`src/rtl/dot_accumulator_if.sv`:
```
`default_nettype none
// ============================================================================
// Module      : dot_accumulator_if
// Description : Bundles the partial-sum input stream, the result output
//               stream and the sticky error flags of dot_accumulator.
//               slave  - used by the accumulator itself
//               master - used by the environment driving/consuming it
// Signals     : in_valid/in_data/in_last - partial-sum beat from adder tree
//               out_valid/out_ready      - result handshake
//               out_data/out_beats       - result at FIFO head, beat count
//               overrun/len_err/err_clr  - sticky flags and their clear
// Revision    : 1.0 - initial release
// ============================================================================
interface dot_accumulator_if #(
  parameter int W_IN  = 18,
  parameter int CNT_W = 7,
  parameter int W_ACC = W_IN + CNT_W - 1
);
  logic              in_valid;
  logic [W_IN-1:0]   in_data;
  logic              in_last;
  logic              out_valid;
  logic              out_ready;
  logic [W_ACC-1:0]  out_data;
  logic [CNT_W-1:0]  out_beats;
  logic              overrun;
  logic              len_err;
  logic              err_clr;

  modport slave (
    input  in_valid, in_data, in_last, out_ready, err_clr,
    output out_valid, out_data, out_beats, overrun, len_err
  );

  modport master (
    output in_valid, in_data, in_last, out_ready, err_clr,
    input  out_valid, out_data, out_beats, overrun, len_err
  );
endinterface
`default_nettype wire

```
`src/rtl/dot_accumulator.sv`:
```
`default_nettype none
// ============================================================================
// Module      : dot_accumulator
// Description : Sums per-cycle partial sums from the adder tree over a vector
//               (closed by in_last or by hitting MAX_BEATS) and queues each
//               dot-product result in a 2-entry output FIFO. The upstream has
//               no backpressure, so a result arriving at a full FIFO is
//               dropped and flagged as an overrun.
// Ports       : clk   - clock, rising edge
//               rst_n - asynchronous active-low reset
//               bus   - dot_accumulator_if.slave (input stream, output
//                       stream, sticky flags, flag clear)
// Revision    : 1.0 - initial release
// ============================================================================
module dot_accumulator #(
  parameter int W_IN      = 18,
  parameter int MAX_BEATS = 64,
  parameter int CNT_W     = 7,
  parameter int W_ACC     = W_IN + CNT_W - 1
) (
  input  wire                  clk,
  input  wire                  rst_n,
  dot_accumulator_if.slave     bus
);

  localparam logic [CNT_W-1:0] c_MAX_BEATS = CNT_W'(MAX_BEATS);
  localparam logic [CNT_W-1:0] c_ONE       = CNT_W'(1);

  // --------------------------------------------------------------------------
  // Accumulator
  // --------------------------------------------------------------------------
  logic [W_ACC-1:0] r_acc;
  logic [CNT_W-1:0] r_beat_cnt;

  logic [W_ACC-1:0] w_sext;
  logic [W_ACC-1:0] w_nxt;
  logic [CNT_W-1:0] w_cnt_inc;
  logic             w_close;
  logic             w_forced;

  assign w_sext    = {{(W_ACC-W_IN){bus.in_data[W_IN-1]}}, bus.in_data};
  // A zero beat count marks the first beat, so a stale r_acc is ignored and
  // the accumulator never needs an explicit clear on close.
  assign w_nxt     = ((r_beat_cnt == '0) ? '0 : r_acc) + w_sext;
  assign w_cnt_inc = r_beat_cnt + c_ONE;
  assign w_close   = bus.in_valid && (bus.in_last || (w_cnt_inc == c_MAX_BEATS));
  assign w_forced  = w_close && !bus.in_last;

  always_ff @(posedge clk or negedge rst_n) begin
    if (!rst_n) begin
      r_acc      <= '0;
      r_beat_cnt <= '0;
    end else if (bus.in_valid) begin
      r_acc      <= w_nxt;
      r_beat_cnt <= w_close ? '0 : w_cnt_inc;
    end
  end

  // --------------------------------------------------------------------------
  // 2-entry output FIFO as head + tail registers; the head drives the outputs
  // directly so out_data/out_beats come straight from flops.
  // --------------------------------------------------------------------------
  logic             r_h_valid;
  logic [W_ACC-1:0] r_h_data;
  logic [CNT_W-1:0] r_h_beats;
  logic             r_t_valid;
  logic [W_ACC-1:0] r_t_data;
  logic [CNT_W-1:0] r_t_beats;

  logic w_pop;
  logic w_full;
  logic w_push_ok;
  logic w_drop;

  assign w_pop     = r_h_valid && bus.out_ready;
  assign w_full    = r_h_valid && r_t_valid;
  // A pop in the same cycle frees a slot, so a push into a full FIFO still fits.
  assign w_push_ok = w_close && (!w_full || w_pop);
  assign w_drop    = w_close && w_full && !w_pop;

  always_ff @(posedge clk or negedge rst_n) begin
    if (!rst_n) begin
      r_h_valid <= 1'b0;
      r_h_data  <= '0;
      r_h_beats <= '0;
      r_t_valid <= 1'b0;
      r_t_data  <= '0;
      r_t_beats <= '0;
    end else if (w_pop) begin
      if (r_t_valid) begin
        // Tail moves up; the new result (if any) becomes the tail.
        r_h_data  <= r_t_data;
        r_h_beats <= r_t_beats;
        r_h_valid <= 1'b1;
        r_t_valid <= w_push_ok;
        if (w_push_ok) begin
          r_t_data  <= w_nxt;
          r_t_beats <= w_cnt_inc;
        end
      end else begin
        // Head leaves; head data is left as-is when nothing replaces it.
        r_h_valid <= w_push_ok;
        if (w_push_ok) begin
          r_h_data  <= w_nxt;
          r_h_beats <= w_cnt_inc;
        end
      end
    end else if (w_push_ok) begin
      if (!r_h_valid) begin
        r_h_valid <= 1'b1;
        r_h_data  <= w_nxt;
        r_h_beats <= w_cnt_inc;
      end else begin
        r_t_valid <= 1'b1;
        r_t_data  <= w_nxt;
        r_t_beats <= w_cnt_inc;
      end
    end
  end

  assign bus.out_valid = r_h_valid;
  assign bus.out_data  = r_h_data;
  assign bus.out_beats = r_h_beats;

  // --------------------------------------------------------------------------
  // Sticky error flags; a set event in the same cycle as err_clr wins.
  // --------------------------------------------------------------------------
  logic r_overrun;
  logic r_len_err;

  always_ff @(posedge clk or negedge rst_n) begin
    if (!rst_n) begin
      r_overrun <= 1'b0;
      r_len_err <= 1'b0;
    end else begin
      if (w_drop) begin
        r_overrun <= 1'b1;
      end else if (bus.err_clr) begin
        r_overrun <= 1'b0;
      end
      if (w_forced) begin
        r_len_err <= 1'b1;
      end else if (bus.err_clr) begin
        r_len_err <= 1'b0;
      end
    end
  end

  assign bus.overrun = r_overrun;
  assign bus.len_err = r_len_err;

endmodule
`default_nettype wire

```
`src/flat_wrapper.sv`:
```
// flat-port wrapper written by rule: the top's interface ports become plain ports
module dot_accumulator_flat 
#(
  parameter int W_IN      = 18,
  parameter int MAX_BEATS = 64,
  parameter int CNT_W     = 7,
  parameter int W_ACC     = W_IN + CNT_W - 1
)
  (clk, rst_n, bus_in_valid, bus_in_data, bus_in_last, bus_out_ready, bus_err_clr, bus_out_valid, bus_out_data, bus_out_beats, bus_overrun, bus_len_err);
  dot_accumulator_if #(.W_IN(W_IN), .CNT_W(CNT_W), .W_ACC(W_ACC)) bus_i ();
  input  wire clk;
  input  wire rst_n;
  input wire logic [$bits(bus_i.in_valid)-1:0] bus_in_valid;
  input wire logic [$bits(bus_i.in_data)-1:0] bus_in_data;
  input wire logic [$bits(bus_i.in_last)-1:0] bus_in_last;
  input wire logic [$bits(bus_i.out_ready)-1:0] bus_out_ready;
  input wire logic [$bits(bus_i.err_clr)-1:0] bus_err_clr;
  output wire logic [$bits(bus_i.out_valid)-1:0] bus_out_valid;
  output wire logic [$bits(bus_i.out_data)-1:0] bus_out_data;
  output wire logic [$bits(bus_i.out_beats)-1:0] bus_out_beats;
  output wire logic [$bits(bus_i.overrun)-1:0] bus_overrun;
  output wire logic [$bits(bus_i.len_err)-1:0] bus_len_err;
  assign bus_i.in_valid = bus_in_valid;
  assign bus_i.in_data = bus_in_data;
  assign bus_i.in_last = bus_in_last;
  assign bus_i.out_ready = bus_out_ready;
  assign bus_i.err_clr = bus_err_clr;
  assign bus_out_valid = bus_i.out_valid;
  assign bus_out_data = bus_i.out_data;
  assign bus_out_beats = bus_i.out_beats;
  assign bus_overrun = bus_i.overrun;
  assign bus_len_err = bus_i.len_err;
  dot_accumulator #(.W_IN(W_IN), .MAX_BEATS(MAX_BEATS), .CNT_W(CNT_W), .W_ACC(W_ACC)) u_core (.clk(clk), .rst_n(rst_n), .bus(bus_i));
endmodule
```
`config.mk`:
```
export PLATFORM = sky130hd
export DESIGN_NAME = dot_accumulator_flat
export DESIGN_NICKNAME = d
export VERILOG_FILES = /design/src/rtl/dot_accumulator_if.sv /design/src/rtl/dot_accumulator.sv /design/src/flat_wrapper.sv
export SDC_FILE = /design/constraint.sdc
export NUM_CORES = 1
export LEC_CHECK = 0
export CAP_MARGIN = 20
export CORE_ASPECT_RATIO = 1.75
export CORE_MARGIN = 10
export CORE_UTILIZATION = 55
export CTS_BUF_LIST = sky130_fd_sc_hd__clkbuf_8
export CTS_CLUSTER_DIAMETER = 150
export DETAILED_ROUTE_END_ITERATION = 16
export PLACE_DENSITY = 0.88
export SLEW_MARGIN = 20
export SYNTH_ARGS = -nofsm -noshare
export SYNTH_HDL_FRONTEND = slang
export SYNTH_SLANG_ARGS = --single-unit
```
`constraint.sdc`:
```
create_clock -name clk -period 11 [get_ports clk]
set_input_delay 1.1 -clock clk [delete_from_list [all_inputs] [get_ports clk]]
set_output_delay 1.1 -clock clk [all_outputs]
set_load 0.05 [all_outputs]
```
* After elaboration in Yosys (flattened, before gate mapping) *
Cells that the tools add are included.

cells by class
  reductions and logical operators = 21
  equality and inequality tests = 4
  muxes and demuxes = 30
  add/subtract/negate cells = 2

operators by type and width
  kind                                                              number
  24-bit two-way mux                                                10
  7-bit two-way mux                                                 10
  24-bit adder                                                      1
  1-bit two-way mux                                                 10
  2-bit nonzero test                                                5
  7-bit by 1-bit adder with 7-bit output (second input constant)    1
  7-bit equality test (second input constant)                       1
  1-bit logical AND                                                 7
  7-bit zero test                                                   1
  2-bit != test (second input constant)                             2
  4-bit AND reduction                                               1
  1-bit zero test                                                   3
  3-bit AND reduction                                               1
  1-bit logical OR                                                  2
  2-bit by 1-bit != test with 1-bit output (second input constant)  1
  2-bit AND reduction                                               1

word-level totals
  logic and storage cells = 67
  output and inout bits = 34
  bits in registers = 97
  input bits = 24

* Depth between registers and ports, before layout *
Gate-level depths: netlist of run 1.

  depth after elaboration = 8
  depth in mapped cells = 15
  depth with buffers taken out = 14

* Worst setup path after synthesis of run 1 *
Ideal clock, no wire load.

  kind = reg2reg
  start point = reg u_core.r_beat_cnt[0]
  end point = reg u_core.r_h_data[22] (netlist: u_core.bus.out_data[22])
  buffers on the path = 2
  arrival = 3,477 ps
  library setup time = 73 ps
  required time = 10,927 ps
  clock period less this slack = 3,550 ps
  stages on the path, launching flop included = 16
  setup slack = 7,450 ps
  cell sequence = dfrtp_1 > inv_1 > ha_1 > nor4b_4 > nand2_1 > clkbuf_1 > and2_1 > ha_1 > buf_6 > a21oi_4 > o21ai_2 > or4_1 > a31o_1 > o21a_1 > or3_1 > a2bb2oi_2

between the ends
  word-level cells in the longest chain between the ends = 7
  elaborated cells on any way between the ends = 16
  classes of those cells = add/sub: 2; eq/ne: 1; mux: 6; reduce/logical: 7

RTL lines
  element                                   RTL line                source
  start: declaration                        dot_accumulator.sv:33   logic [CNT_W-1:0] r_beat_cnt;
  start signal: assignment                  dot_accumulator.sv:55   r_beat_cnt <= w_close ? '0 : w_cnt_inc;
  7-bit by 1-bit adder with 7-bit output *  dot_accumulator.sv:45   assign w_cnt_inc = r_beat_cnt + c_ONE;
  named net u_core.w_cnt_inc[0]             dot_accumulator.sv:37   logic [CNT_W-1:0] w_cnt_inc;
  7-bit equality test *                     dot_accumulator.sv:46   assign w_close = bus.in_valid && (bus.in_last || (w_cnt_inc == c_MAX_BEATS));
  1-bit logical OR *                        dot_accumulator.sv:46
  1-bit logical AND *                       dot_accumulator.sv:46
  1-bit logical AND *                       dot_accumulator.sv:78   assign w_push_ok = w_close && (!w_full || w_pop);
  2-bit nonzero test (no line)              --
  3-bit AND reduction (no line) *           --
  end signal: assignment                    dot_accumulator.sv:92   r_h_data <= r_t_data;
  end signal: assignment                    dot_accumulator.sv:104  r_h_data <= w_nxt;
  end signal: assignment                    dot_accumulator.sv:111  r_h_data <= w_nxt;
  end: declaration                          dot_accumulator.sv:64   logic [W_ACC-1:0] r_h_data;

Mark *: on every way through the listed nets, which the timed path passes. The rest lies on a longest branch. The select of a mux whose other input is x is not followed.
A chain may end at the register's enable or synchronous reset.

* Worst setup path in the final report of run 1 *
  start point = reg u_core.r_beat_cnt[0]
  end point = reg u_core.r_t_data[16]

between the ends
  word-level cells in the longest chain between the ends = 7
  elaborated cells on any way between the ends = 16
  classes of those cells = add/sub: 2; eq/ne: 2; mux: 6; reduce/logical: 6

RTL lines
  element                                                        RTL line                source
  7-bit by 1-bit adder with 7-bit output *                       dot_accumulator.sv:45
  named net u_core.w_cnt_inc[0]                                  dot_accumulator.sv:37
  7-bit equality test *                                          dot_accumulator.sv:46
  1-bit logical OR *                                             dot_accumulator.sv:46
  1-bit logical AND *                                            dot_accumulator.sv:46
  1-bit logical AND *                                            dot_accumulator.sv:78
  2-bit != test (no line) or 2-bit nonzero test (tied branches)  --
  4-bit AND reduction (no line) *                                --
  end signal: assignment                                         dot_accumulator.sv:97   r_t_data <= w_nxt;
  end signal: assignment                                         dot_accumulator.sv:115  r_t_data <= w_nxt;
  end: declaration                                               dot_accumulator.sv:67   logic [W_ACC-1:0] r_t_data;

Marks and branches as above.

==> results_dict.tcl, run 1 <==
set metrics [dict create \
    grtUsageMet3_pct 2.80 \
    rows 48 \
    ff2ff_path_depth 14 \
    holdWs_ns 0.487 \
    cts_buffers 9 \
    status "completed" \
    worstPathMaxFanout 15 \
    irDropWorstVdd_mv 0.179 \
    postCtsHoldBufs 0 \
    syn-num-nets 643 \
    rsz0062_at_grt "false" \
    fin_nets 687 \
    drive_above_1_share_pct 8.89 \
    drcViolationCount 0 \
    cp_data_arrival_time_ns 4.73 \
    yosys.area.top_type "dfrtp_1" \
    post_cts_resize_count 0 \
    htree_levels 3 \
    place_congestion 0.929 \
    hold_class "reg -> reg" \
    finalMaxSlewViolations 0 \
    dpl_cell_area_um2 6230 \
    r2r-end "u_core.r_t_data[16]" \
    worstSetupStartpoint "u_core.r_beat_cnt[0]" \
    tightest_slew_ns 0.970 \
    p_int_mw 1.04 \
    clock-root-buffer "clkbuf_8" \
    clk_pin_slew_ns 0.09 \
    p_seq_share_pct 30.7 \
    synthFlopType "dfrtp_1" \
    hold_viol 0 \
    ys_seq_area_share_pct 43.5 \
    grt_start_max_net_pins 80 \
    rrSetupSlack_ns 6.57 \
    syn_avg_cell_area_um2 9.42 \
    synth_top_area_share_pct 43.5 \
    postRouteAntennaNets 0 \
    skew_ns 0.00850 \
    setup_viol 0 \
    grt_first_pass_wirelength_mm 24.0 \
    ys_seq_elements 97 \
    post_cts_buffers 0 \
    synth_area_leaders "dfrtp_1, o21ai_0, nand2_1, ha_1, mux2_2" \
    leakage_nw 2.87 \
    place_hpwl_mm 10.8 \
    syn2layout_area_growth_pct 15.3 \
    switching_share_pct 45.8 \
    final_area_um2 6440 \
    busiest_layer "met2" \
    power.net_switching_mw 0.884 \
    netlist_top_cells_count "dfrtp_1, nand2_1, o21ai_0, a21oi_1" \
    yosysMostFrequentCell "dfrtp_1" \
    initial_core_util_pct 56.4 \
    clock_sinks 97 \
    die_x_um 96.2 \
    period_share_pct 40.2 \
    start_kind "register" \
    wirelength_mm 14.5 \
    power.share.combinational_pct 56.1 \
    slew_headroom_pct 35.4 \
    synth_edf_count 0 \
    grt_overflow 0 \
    timing.rr.start "u_core.r_beat_cnt[0]" \
    fin_cells 766 \
    async_flop_share_pct 100 \
    cp.required_ns 11.30 \
    cts_tree "yes" \
    clk_latency_ns 0.37 \
    track_usage_pct 20.3 \
    netlist_area_um2 5590 \
    io_buffers 57 \
    cp-endpoint "u_core.r_t_data[16]" \
    first_pass_iters 5 \
    core-area_um2 9910 \
    via_per_inst 6.07 \
    worstSetupPathType "reg -> reg" \
    cts_buffer_depth 2 \
    grt_pass1_vias 4864 \
    met1_usage_pct 23.3 \
    power.density_nw_per_um2 299 \
    first_iter_violations 234 \
    finalSetupTns_ns 0 \
    period_needed_ns 4.43 \
    die-area_um2 14700 \
    syn_inst 593 \
    ios 58 \
    critPathCaptureType "register" \
    dp.cells 751 \
    num_antenna_cells 0 \
    die_h_um 153 \
    vias 4648 \
    yosysWarnings 0 \
    wl_per_cell_um 18.9 \
    clock_power_share_pct 13.2 \
    synth_cell_type_count 57 \
    globalRouteMet2Util_pct 35.1 \
    grt_antenna_before_repair 0 \
    maxCapViolCount 0 \
    fmax_mhz 226 \
]
metal layers:
metal  wire length [µm]  part of all wire [%]
met4                544                   3.7
met3                638                   4.4
met2               7710                    53
met1               5620                    39
met5                  0                     0
worst min-delay path by stage:
| stage | slack, ns | to | depth (start not counted) | start |
|---|---|---|---|---|
| 2_1_floorplan | 0.44 | u_core.r_t_beats[0] | 2 | u_core.r_t_beats[0] |
| 3_3_place_gp | 0.46 | u_core.r_t_beats[4] | 2 | u_core.r_t_beats[4] |
| 3_5_place_dp | 0.47 | u_core.r_t_beats[5] | 2 | u_core.r_t_beats[5] |
| 4_1_cts | 0.49 | u_core.r_t_data[17] | 2 | u_core.r_t_data[17] |
| 5_1_grt | 0.51 | u_core.r_acc[0] | 1 | u_core.r_acc[0] |
| 6_report | 0.49 | u_core.bus.out_beats[2] | 2 | u_core.bus.out_beats[2] |
cell usage in the layout (no fill, tap or decap), types with 9 or more instances in the layout:
cell type        count
ha_1                25
nor2_1              23
o21ai_0             69
dfrtp_1             97
nand3_1              9
a21o_1              10
xnor2_1             20
clkdlybuf4s50_1     56
inv_1               18
mux2_2              25
a21oi_1             38
clkbuf_8            10
nand2_1             87
o21a_1               9
mux2i_1             21
and2_1              16
power groups by stage:
stage / Clock [mW] / Sequential [mW] / Combinational [mW]
2_1_floorplan: 0 / 0.770 / 0.581
3_3_place_gp: 0 / 0.589 / 1.05
3_5_place_dp: 0 / 0.597 / 1.08
4_1_cts: 0.260 / 0.590 / 1.08
5_1_grt: 0.274 / 0.610 / 1.17
6_report: 0.255 / 0.591 / 1.08
state kept, by name (all words and copies together) (netlist names):
signal / cells
u_core.bus.out_data: 24
u_core.r_acc: 24
u_core.bus.out_valid: 1
u_core.r_t_valid: 1
u_core.bus.overrun: 1
u_core.bus.out_beats: 7
u_core.bus.len_err: 1
u_core.r_t_beats: 7
u_core.r_beat_cnt: 7
u_core.r_t_data: 24
worst max-delay path, stage by stage (launching register included):
cell,delay (ns)
dfrtp_1,0.46
inv_1,0.13
ha_1,0.16
nor4b_4,0.52
nand2_1,0.47
and2_1,0.31
ha_1,0.22
fa_1,0.45
a211oi_1,0.23
o21ai_0,0.19
a211oi_1,0.33
nor2_1,0.15
mux2i_1,0.14
a221oi_1,0.36
mux2_2,0.24
stage by stage:
stage | power, mW | setup WS (ns) | utilization [%]
6_report | 1.93 | 6.57 | 65.0
5_1_grt | 2.06 | 6.22 | 65.0
4_1_cts | 1.93 | 6.58 | 65.0
3_5_place_dp | 1.67 | 6.65 | 62.8
3_3_place_gp | 1.64 | 6.86 | 62.8
2_1_floorplan | 1.35 | 7.45 | -
cells by family after synthesis:
logic type	share of synthesized area [%]
xor gates and xnor gates	3.92
AOI/OAI and AO/OA	19.5
adders and majority gates	5.96
and+or+nand+nor	14.7
DFF	43.5
muxes	8.80
buffers and inverters	3.61
area by class of cell:
class,instances,area [µm²]
clock buffer,10,138
clock inverter,5,78.8
fill,818,3470
inverter,18,67.6
multi-input combinational,448,2960
sequential,97,2430
tap,125,156
timing repair buffer,63,613
Note: power is estimated with default switching activity, not from simulation.
==> run 2: changes to the inputs <==
==> constraint.sdc (replaced) <==
create_clock -name clk -period 4.35 [get_ports clk]
set_input_delay 0.435 -clock clk [delete_from_list [all_inputs] [get_ports clk]]
set_output_delay 0.435 -clock clk [all_outputs]
set_load 0.05 [all_outputs]
==> results_dict.tcl, run 2 (same netlist as run 1, synthesis figures left out) <==
set metrics [dict create \
    fmax_mhz 246 \
    post_cts_resize_count 0 \
    postCtsHoldBufs 0 \
    clock_sinks 97 \
    initial_core_util_pct 56.4 \
    grt_start_max_net_pins 65 \
    clk_latency_ns 0.38 \
    place_congestion 0.950 \
    ff2ff_path_depth 14 \
    first_iter_violations 279 \
    wl_per_cell_um 19.4 \
    leakage_nw 2.89 \
    cp_data_arrival_time_ns 4.34 \
    final_cell_mix "dfrtp_1, nand2_1, o21ai_0" \
    drcViolationCount 0 \
    die_h_um 153 \
    status "completed" \
    via_per_inst 6.16 \
    io_buffers 57 \
    rsz0062_at_grt "false" \
    clock-root-buffer "clkbuf_8" \
    cts_buffers 9 \
    htree_levels 3 \
    fillers 809 \
    drive_above_1_share_pct 9.15 \
    place_hpwl_mm 11.0 \
    finalSetupTns_ns 0 \
    track_usage_pct 20.8 \
    rrSetupSlack_ns 0.28 \
    maxCapViolCount 0 \
    worstSetupPathType "reg -> reg" \
    start_kind "register" \
    postRouteAntennaNets 0 \
    core-area_um2 9910 \
    grt_antenna_before_repair 0 \
    skew_ns 0.0109 \
    wirelength_mm 14.9 \
    setup_viol 0 \
    slew_headroom_pct 44.6 \
    period_needed_ns 4.07 \
    cp.required_ns 4.62 \
    cts_buffer_depth 2 \
    ios 58 \
    hold_class "in -> async" \
    num_antenna_cells 0 \
    finalMaxSlewViolations 0 \
    syn2layout_area_growth_pct 15.8 \
    r2r-end "u_core.r_t_data[18]" \
    clk_pin_slew_ns 0.10 \
    vias 4742 \
    hold_viol 0 \
    rows 48 \
    grt_overflow 0 \
    timing.rr.start "u_core.r_beat_cnt[0]" \
    power.density_nw_per_um2 764 \
    grt_pass1_vias 4881 \
    post_cts_buffers 0 \
    cts_tree "yes" \
    fin_cells 770 \
    critPathCaptureType "register" \
    worstPathMaxFanout 15 \
    tightest_slew_ns 0.832 \
    final_common_cell "dfrtp_1" \
    dp.cells 754 \
    die-area_um2 14700 \
    fin_nets 690 \
    irDropWorstVdd_mv 0.446 \
    die_x_um 96.2 \
    first_pass_iters 5 \
    grt_first_pass_wirelength_mm 24.3 \
    period_share_pct 93.6 \
]
[run 2: cell types whose count changed in the layout (fill, tap and decap cells not counted)]
cell        delta
buf_4          +3
clkinv_2       -2
clkinvlp_4     +1
inv_1          +1
inv_6          +1
nand3_1        +1
nand3_2        -1
[run 2: per-layer routing]
| layer | global-route usage, % | part of all wire (%) | wire, µm |
|---|---|---|---|
| met1 | 23.7 | 38 | 5680 |
| met2 | 35.7 | 53 | 7910 |
| met3 | 3.19 | 5.3 | 789 |
| met4 | 10.2 | 3.7 | 559 |
| met5 | 0 | 0 | 0 |
[run 2: worst max-delay path by stage]
stage,from,to,cells after the start
floorplan,u_core.r_beat_cnt[0],u_core.bus.out_data[22],15
global placement,u_core.r_beat_cnt[0],u_core.bus.out_data[22],13
global route,u_core.r_beat_cnt[0],u_core.r_acc[16],14
detailed placement,u_core.r_beat_cnt[0],u_core.r_acc[18],14
CTS,u_core.r_beat_cnt[0],u_core.r_acc[18],14
finish,u_core.r_beat_cnt[0],u_core.r_t_data[18],14
[run 2: report_power, final]
| part | switching (mW) | internal [mW] | total (mW) |
|---|---|---|---|
| combinational | 1.73 | 1.03 | 2.76 |
| sequential | 0.219 | 1.29 | 1.51 |
| clock | 0.332 | 0.342 | 0.674 |
| total | 2.28 | 2.66 | 4.94 |
[run 2: per-stage QoR]
step | hold slack, ns | worst slack (ns) | cell area (µm²) | utilization, % | total power, mW
finish | 0.142 | 0.278 | 6470 | 65.3 | 4.94
CTS | 0.163 | 0.304 | 6470 | 65.3 | 4.95
detailed placement | 0.469 | 0.368 | 6240 | 63.0 | 4.26
global route | 0.186 | 0.0575 | 6470 | 65.3 | 5.26
floorplan | 0.139 | 0.800 | 5590 | - | 3.42
global placement | 0.456 | 0.574 | 6240 | 63.0 | 4.17
[run 2: area by class of cell]
type / instances / area (µm²) / area share (%)
Sequential cell: 97 / 2430 / 37.5
Multi-Input combinational cell: 448 / 2960 / 45.7
Inverter: 18 / 67.6 / 1.04
Clock inverter: 6 / 88.8 / 1.37
Clock buffer: 10 / 138 / 2.13
Tap cell: 125 / 156 / 2.42
Timing Repair Buffer: 66 / 636 / 9.82
[run 2: critical path, stage by stage (launching register included)]
cell	delay [ns]
dfrtp_1	0.45
inv_1	0.13
ha_1	0.17
nor4b_4	0.21
nand2_1	0.35
and2_1	0.30
ha_1	0.22
fa_1	0.44
a211oi_1	0.23
o21ai_0	0.24
nand3_1	0.17
nand2_1	0.12
a211oi_1	0.48
xnor2_1	0.17
mux2_2	0.29
==> run 3: changes to the inputs <==
--- a/config.mk
+++ b/config.mk
@@ -12,6 +12,7 @@
 export CTS_BUF_LIST = sky130_fd_sc_hd__clkbuf_8
 export CTS_CLUSTER_DIAMETER = 150
 export DETAILED_ROUTE_END_ITERATION = 16
+export HOLD_SLACK_MARGIN = 0.03
 export PLACE_DENSITY = 0.88
 export SLEW_MARGIN = 20
 export SYNTH_ARGS = -nofsm -noshare
==> results of run 3 <==
No change in the layout: final DEF, timing and power equal those of run 2.
